File: src/rtl/serial_sub_pkg.sv
// Shared definitions for the bit-serial subtractor: FSM state encoding and
// the bit-counter width helper.
package serial_sub_pkg;

   typedef enum logic [1:0] {
      ST_IDLE = 2'd0,
      ST_RUN  = 2'd1,
      ST_DONE = 2'd2
   } state_e;

   // Counter width for n bit positions; never narrower than one bit.
   function automatic int cnt_width(input int n);
      if (n <= 2) begin
         return 1;
      end else begin
         return $clog2(n);
      end
   endfunction

endpackage

File: src/rtl/serial_sub_hs.sv
// Half-subtractor cell: difference and borrow-out of a - b for single bits.
module hs_12 (
   input  logic a_i,
   input  logic b_i,
   output logic d_o,
   output logic bo_o
);

   assign d_o  = a_i ^ b_i;
   assign bo_o = ~a_i & b_i;

endmodule

File: src/rtl/serial_sub.sv
// Bit-serial two's-complement subtractor: diff = a - b, LSB first, one bit
// per clock through a full subtractor built from two half-subtractor cells.
module serial_sub
   import serial_sub_pkg::*;
#(
   parameter int W = 8
) (
   input  logic         clk,
   input  logic         rst,
   input  logic         start,
   input  logic [W-1:0] a,
   input  logic [W-1:0] b,
   output logic         busy,
   output logic         done,
   output logic [W-1:0] diff,
   output logic         borrow,
   output logic         ovf
);

   localparam int CW = cnt_width(W);
   localparam logic [CW-1:0] CNT_LAST = CW'(W - 1);

   state_e        state_q;
   logic [W-1:0]  sa_q;
   logic [W-1:0]  sb_q;
   logic [W-1:0]  diff_q;
   logic [CW-1:0] cnt_q;
   logic          br_q;
   logic          am_q;
   logic          bm_q;
   logic          busy_q;
   logic          done_q;
   logic          borrow_q;

   logic          d0_s;
   logic          bo0_s;
   logic          bo1_s;
   logic          bit_d;
   logic          br_d;

   hs_12 u_hs_lo (
      .a_i  (sa_q[0]),
      .b_i  (sb_q[0]),
      .d_o  (d0_s),
      .bo_o (bo0_s)
   );

   hs_12 u_hs_hi (
      .a_i  (d0_s),
      .b_i  (br_q),
      .d_o  (bit_d),
      .bo_o (bo1_s)
   );

   assign br_d = bo0_s | bo1_s;

   // Control FSM and serial datapath; DONE doubles as an accept slot.
   always_ff @(posedge clk) begin
      if (rst) begin
         state_q  <= ST_IDLE;
         sa_q     <= {W{1'b0}};
         sb_q     <= {W{1'b0}};
         diff_q   <= {W{1'b0}};
         cnt_q    <= {CW{1'b0}};
         br_q     <= 1'b0;
         am_q     <= 1'b0;
         bm_q     <= 1'b0;
         busy_q   <= 1'b0;
         done_q   <= 1'b0;
         borrow_q <= 1'b0;
      end else begin
         case (state_q)
            ST_IDLE, ST_DONE: begin
               done_q <= 1'b0;
               if (start) begin
                  sa_q    <= a;
                  sb_q    <= b;
                  am_q    <= a[W-1];
                  bm_q    <= b[W-1];
                  br_q    <= 1'b0;
                  cnt_q   <= {CW{1'b0}};
                  busy_q  <= 1'b1;
                  state_q <= ST_RUN;
               end else begin
                  busy_q  <= 1'b0;
                  state_q <= ST_IDLE;
               end
            end
            ST_RUN: begin
               sa_q   <= {1'b0, sa_q[W-1:1]};
               sb_q   <= {1'b0, sb_q[W-1:1]};
               diff_q <= {bit_d, diff_q[W-1:1]};
               br_q   <= br_d;
               // The last bit skips the increment so cnt never wraps.
               if (cnt_q == CNT_LAST) begin
                  borrow_q <= br_d;
                  busy_q   <= 1'b0;
                  done_q   <= 1'b1;
                  state_q  <= ST_DONE;
               end else begin
                  cnt_q    <= cnt_q + CW'(1);
                  state_q  <= ST_RUN;
               end
            end
            default: begin
               busy_q  <= 1'b0;
               done_q  <= 1'b0;
               state_q <= ST_IDLE;
            end
         endcase
      end
   end

   assign busy   = busy_q;
   assign done   = done_q;
   assign diff   = diff_q;
   assign borrow = borrow_q;
   assign ovf    = (am_q != bm_q) && (diff_q[W-1] != am_q);

endmodule

File: config.mk
export PLATFORM = sky130hd
export DESIGN_NAME = serial_sub
export DESIGN_NICKNAME = d
export VERILOG_FILES = /design/src/rtl/serial_sub_pkg.sv /design/src/rtl/serial_sub_hs.sv /design/src/rtl/serial_sub.sv
export SDC_FILE = /design/constraint.sdc
export NUM_CORES = 1
export LEC_CHECK = 0
export CORE_MARGIN = 2
export CORE_UTILIZATION = 40
export CTS_BUF_LIST = sky130_fd_sc_hd__clkbuf_4 sky130_fd_sc_hd__clkbuf_8
export DETAILED_ROUTE_END_ITERATION = 8
export GPL_TIMING_DRIVEN = 0
export PLACE_DENSITY = 0.75
export SLEW_MARGIN = 20
export SYNTH_ARGS = -nofsm -noshare
export SYNTH_HDL_FRONTEND = slang
export SYNTH_HIERARCHICAL = 1
export SYNTH_SLANG_ARGS = --single-unit
export TNS_END_PERCENT = 5
File: constraint.sdc
create_clock -name clk -period 1.4 [get_ports clk]
set_input_delay 0.28 -clock clk [delete_from_list [all_inputs] [get_ports clk]]
set_output_delay 0.28 -clock clk [all_outputs]
set_load 0.01 [all_outputs]
# Word level (Yosys, flattened, before mapping)

Cells that the tools add are included.

Flip-flop bits (word level): 35
Bits in latches: 0
Bits in writable memories: 0
ROM bits: 0
Output and inout port bits: 12
Logic and storage cells: 52
Memories: 0

Add/sub/neg operators: 1
Multiply operators: 0
Div/mod/pow operators: 0
Order comparisons: 0
Equal/unequal tests: 8
Shift-type cells: 0
Multiplexer cells: 15
Bitwise logic cells: 8
Reductions and logical operators: 9

Operators by type and width:

| cell                                                             | number |
|---|---|
| 8-bit case mux with 2 select lines                               | 2 |
| 8-bit 2-to-1 mux                                                 | 2 |
| 3-bit 2-to-1 mux                                                 | 2 |
| 2-bit != test (second input constant)                            | 3 |
| 3-bit case mux with 2 select lines                               | 1 |
| 2-bit AND reduction                                              | 3 |
| 1-bit 2-to-1 mux                                                 | 4 |
| 1-bit case mux with 2 select lines                               | 2 |
| 2-bit case mux with 2 select lines                               | 1 |
| 2-bit OR reduction                                               | 2 |
| 3-bit by 1-bit adder with 3-bit output (second input constant)   | 1 |
| 3-bit == test (second input constant)                            | 1 |
| 1-bit NOT                                                        | 3 |
| 3-bit AND reduction                                              | 1 |
| 1-bit bitwise AND                                                | 2 |
| 2-bit by 1-bit == test with 1-bit output (second input constant) | 1 |
| 2-bit == test (second input constant)                            | 1 |
| 2-bit zero test                                                  | 1 |
| 2-bit 2-to-1 mux                                                 | 1 |
| 1-bit != test                                                    | 2 |
| 2-bit nonzero test                                               | 1 |
| 1-bit bitwise XOR                                                | 2 |
| 1-bit logical AND                                                | 1 |
| 1-bit OR                                                         | 1 |

# Depth between registers and ports, before layout

Depth after elaboration: 5
Gate-level depth with buffers: 8
Mapped depth without buffers: 8

# Cells and area by module

Netlist, hierarchy kept.

By module, submodules not included:

| module     | times used | cells each | area each (sq um) | sequential area each (sq um) |
|---|---|---|---|---|
| serial_sub | 1          | 159        | 1385.1            | 700.7 |
| hs_12      | 2          | 3          | 20.0              | 0.0 |

# Least setup slack after synthesis

OpenSTA, ideal clock, no wires.

Path type: register -> register
From: register cnt_q[0]
To: register cnt_q[1]
Library setup time: 132 ps
Arrival time: 1293 ps
Setup slack: -25 ps
Cell stages (with the launch flop): 6
Period minus slack after synthesis: 1425 ps
Cell sequence: dfxtp_1 ha_1 ha_1 or3b_1 nand3_1 a21oi_1

Word-level cells in the longest chain between the ends: 3
Elaborated cells between the ends (all ways): 6

RTL lines:

| what                                                                             | line                                | text |
|---|---|---|
| start: declaration                                                               | serial_sub.sv:27                    | `logic [CW-1:0] cnt_q;` |
| start signal: assignment                                                         | serial_sub.sv:64                    | `cnt_q <= {CW{1'b0}};` |
| start signal: assignment                                                         | serial_sub.sv:81                    | `cnt_q <= {CW{1'b0}};` |
| start signal: assignment                                                         | serial_sub.sv:101                   | `cnt_q <= cnt_q + CW'(1);` |
| 3-bit by 1-bit adder with 3-bit output / 3-bit == test (equally long branches)   | serial_sub.sv:101, serial_sub.sv:95 |  |
| 3-bit 2-to-1 mux / 2-bit != test (equally long branches)                         | --                                  |  |
| 3-bit case mux with 2 select lines / 3-bit AND reduction (equally long branches) | --                                  |  |

Several ways; a longest one is shown, not always the timed one. The select of a mux whose other input is x is not followed.
A chain may end at the register's enable or synchronous reset.

# Worst setup path after layout

Same ends and word-level chain as after synthesis.

==> metrics.md <==
| Metric | Value |
|---|---|
| ANT cells | `0` |
| Nets | `225` |
| Area grow syn2layout | `32.3%` |
| LEAKAGE | `0.741 nW` |
| Final wirelength | `3.09 mm` |
| Worst EP required | `1.61 ns` |
| Crit path depth | `5` |
| Clock root buffer | `clkbuf_4` |
| Synthesized cell area | `1430 µm²` |
| Num rows | `21` |
| Wire length per cell | `12.4 µm` |
| Core Box Area | `3390 µm²` |
| Pre-CTS WS | `-0.223 ns` |
| Synth Area in XOR/XNOR | `0` |
| PD cells | `1060 nW/µm²` |
| Clock latency on the worst-skew pair | `0.33 ns` |
| Slew @ Worst Pin | `0.450 ns` |
| Die area | `4060 µm²` |
| Critical path class | `reg -> reg` |
| #FFs+latches synth | `35` |
| Dpl cells | `240` |
| Status | `complete, no violations` |
| Die height | `63.7 µm` |
| CTS H-tree depth | `2` |
| Global-route wire length before repair | `5.38 mm` |
| Initial Utilization | `0.420` |
| Post-DP HPWL | `2.17 mm` |
| Final ANT Viol Nets | `0` |
| Fin. max-slew vios | `0` |
| Post-synthesis sequential area ratio | `0.492` |
| Post-synth top area share | `0.492` |
| I/O Pins | `31` |
| Post-synthesis mux area share | `0` |
| Slew margin rel. | `0.700` |
| Compound-Gate Fraction of Synth Area | `0.152` |
| Fin area | `1890 µm²` |
| Cell taking the most area after synthesis | `dfxtp_1` |
| Count of cell types in the netlist | `21` |
| Met2 wire length | `1.52 mm` |
| Sequence of cells on the critical path | `ha_4 -> ha_4 -> or3b_4 -> nand3_2 -> a21oi_1` |
| CP max stage delay | `0.43 ns` |
| IO buf count | `29` |
| Peak supply drop | `569 µV` |
| CP max stage cell | `or3b_4` |
| Post-Route Utilization | `0.556` |
| Synth Area in Simple Gates | `0.238` |
| Final setup vio count | `0` |
| Top Metal Used | `met4` |
| WL met3 | `124 µm` |
| Hold path depth | `2` |
| CTS tree | `done` |
| Main combinational cell family by area after synthesis | `simple AND/OR/NAND/NOR gates` |
| DRT Pass-1 Iters | `4` |
| Final Skew | `0.00708 ns` |
| Most common cell on crit path | `ha_4` |
| Wire length on met1 | `1.39 mm` |
| Mapped Avg Cell Area | `8.64 µm²` |
| Cell class contributing the biggest share of worst-path delay | `simple AND/OR/NAND/NOR gates` |
| Clock sinks | `35` |
| Worst min-delay path category | `in -> reg` |
| CTS clk-pin slew, worst paths | `0.10 ns` |
| Num CTS Buffers | `5` |
| RSZ-0062 raised after global routing | `yes` |
| Pwr Total | `2.00 mW` |
| Crit Path Max Fanout | `4` |
| Ys Warns | `6` |
| Layout cell share with drive strength beyond 1 | `0.187` |
| Via count | `1292` |
| GR Util All Layers | `0.166` |
| Worst path bufs/invs | `0` |
| Commonest non-fill, non-tap cells in the layout | `dfxtp_1, nor3_1, nand2_1` |
| Syn_nets | `188` |
| Mapped Cells | `165` |
| Via density | `5.19` |
| CP endpoint kind | `flop` |
| Number of global-route vias before repair | `1262` |
| Largest net degree at the start of global routing | `11` |
| Most common cell after layout, fill and taps aside | `dfxtp_1` |
| Die width | `63.7 µm` |
| Top cells by area, synth | `dfxtp_1, nor3_1, nand2_1` |
| Final worst slack | `0.0274 ns` |
| Critical Path Start Type | `flop` |
| GRT overflow | `0` |
| Max clock buf depth | `2` |
| Tmin final | `1.37 ns` |
| FMAX | `729 MHz` |
| Fill cell count | `324` |
| Post-Layout Cell Count | `249` |
| Initial antenna violation count | `0` |
| Final hold violation count | `0` |
| Iteration-0 DRC Markers | `46` |
| Final period utilization | `0.980` |
| Gp weighted congestion | `0.720` |
| Placed instance area | `1780 µm²` |
| Residual DRC count | `0` |
| R2R cell count | `5` |
| Synth Area in Adders | `0.0351` |
| CP Data Arrival Time | `1.59 ns` |
| Max-cap viol count | `0` |
## through the flow
step | hold slack, ns | setup TNS (ns)
6_report | 0.221 | 0
5_1_grt | 0.215 | -0.0290
4_1_cts | 0.215 | 0
3_5_place_dp | 0.454 | -2.66
3_3_place_gp | 0.447 | -2.17
2_1_floorplan | 0.439 | 0
## repair_timing
item / CTS / global route
gates resized for setup: 20 / 12
pin swaps: 1 / 3
hold buffers: 0 / 0
endpoints found under the setup margin: 16 / 6
gates cloned: 0 / 0
buffers inserted: 0 / 1
## final cells by class
type / count / area [µm²] / share of cell area
flip-flops and latches: 35 / 709 / 0.376
inverters: 4 / 15.0 / 0.00796
clock buffers: 7 / 52.6 / 0.0279
clock inverters: 1 / 5.00 / 0.00265
repair buffers: 30 / 279 / 0.148
well taps: 46 / 57.6 / 0.0305
plain buffers: 14 / 104 / 0.0551
multi-input cells: 112 / 663 / 0.352
## metal layers
metal  track usage  vias to the layer above
met4        0.0815                        0
met2         0.278                       24
met3        0.0375                        6
li1              -                      654
met5             0                        -
met1         0.201                      608
## worst register-to-register path, cell delays in order, from the launching register on
cell and delay (ns):
dfxtp_2 0.36, ha_4 0.16, ha_4 0.16, or3b_4 0.43, nand3_2 0.08, a21oi_1 0.06
## path summary, 6_finish.rpt
path,from,to,slack [ns]
max,cnt_q[0],cnt_q[1],0.03
min,rst,sb_q[2],0.22
max reg2reg,cnt_q[0],cnt_q[1],0.03
min reg2reg,diff[2],diff[1],0.46
## flip-flops by register name, indices dropped and copies added (netlist names)
signal   cells
sa_q         8
am_q         1
busy         1
diff         8
done         1
state_q      2
bm_q         1
br_q         1
sb_q         8
cnt_q        3
borrow       1
## cells in the mapped netlist, drive strengths merged
| cell type | number |
|---|---|
| nand2 | 26 |
| inv | 4 |
| a311oi | 2 |
| o21ai | 2 |
| nand3 | 6 |
| clkbuf | 3 |
| o22ai | 13 |
| nor3b | 2 |
| dfxtp | 35 |
| or3b | 1 |
| nand2b | 3 |
| nor2 | 5 |
| ha | 4 |
| buf | 11 |
| a21oi | 19 |
| nor3 | 27 |
| nor2b | 2 |
## cell families after synthesis
kind of cell	Yosys count
buf+inv	18
flops	35
compound gates	36
fa+ha+maj	4
simple gates	72
## power by group
group / total (mW) / internal [mW] / switching, mW / leakage (nW)
combinational: 0.347 / 0.173 / 0.174 / 0.416
sequential: 1.10 / 1.06 / 0.0405 / 0.289
clock: 0.557 / 0.234 / 0.323 / 0.0361
No activity file was read; power rests on OpenSTA's default activity.
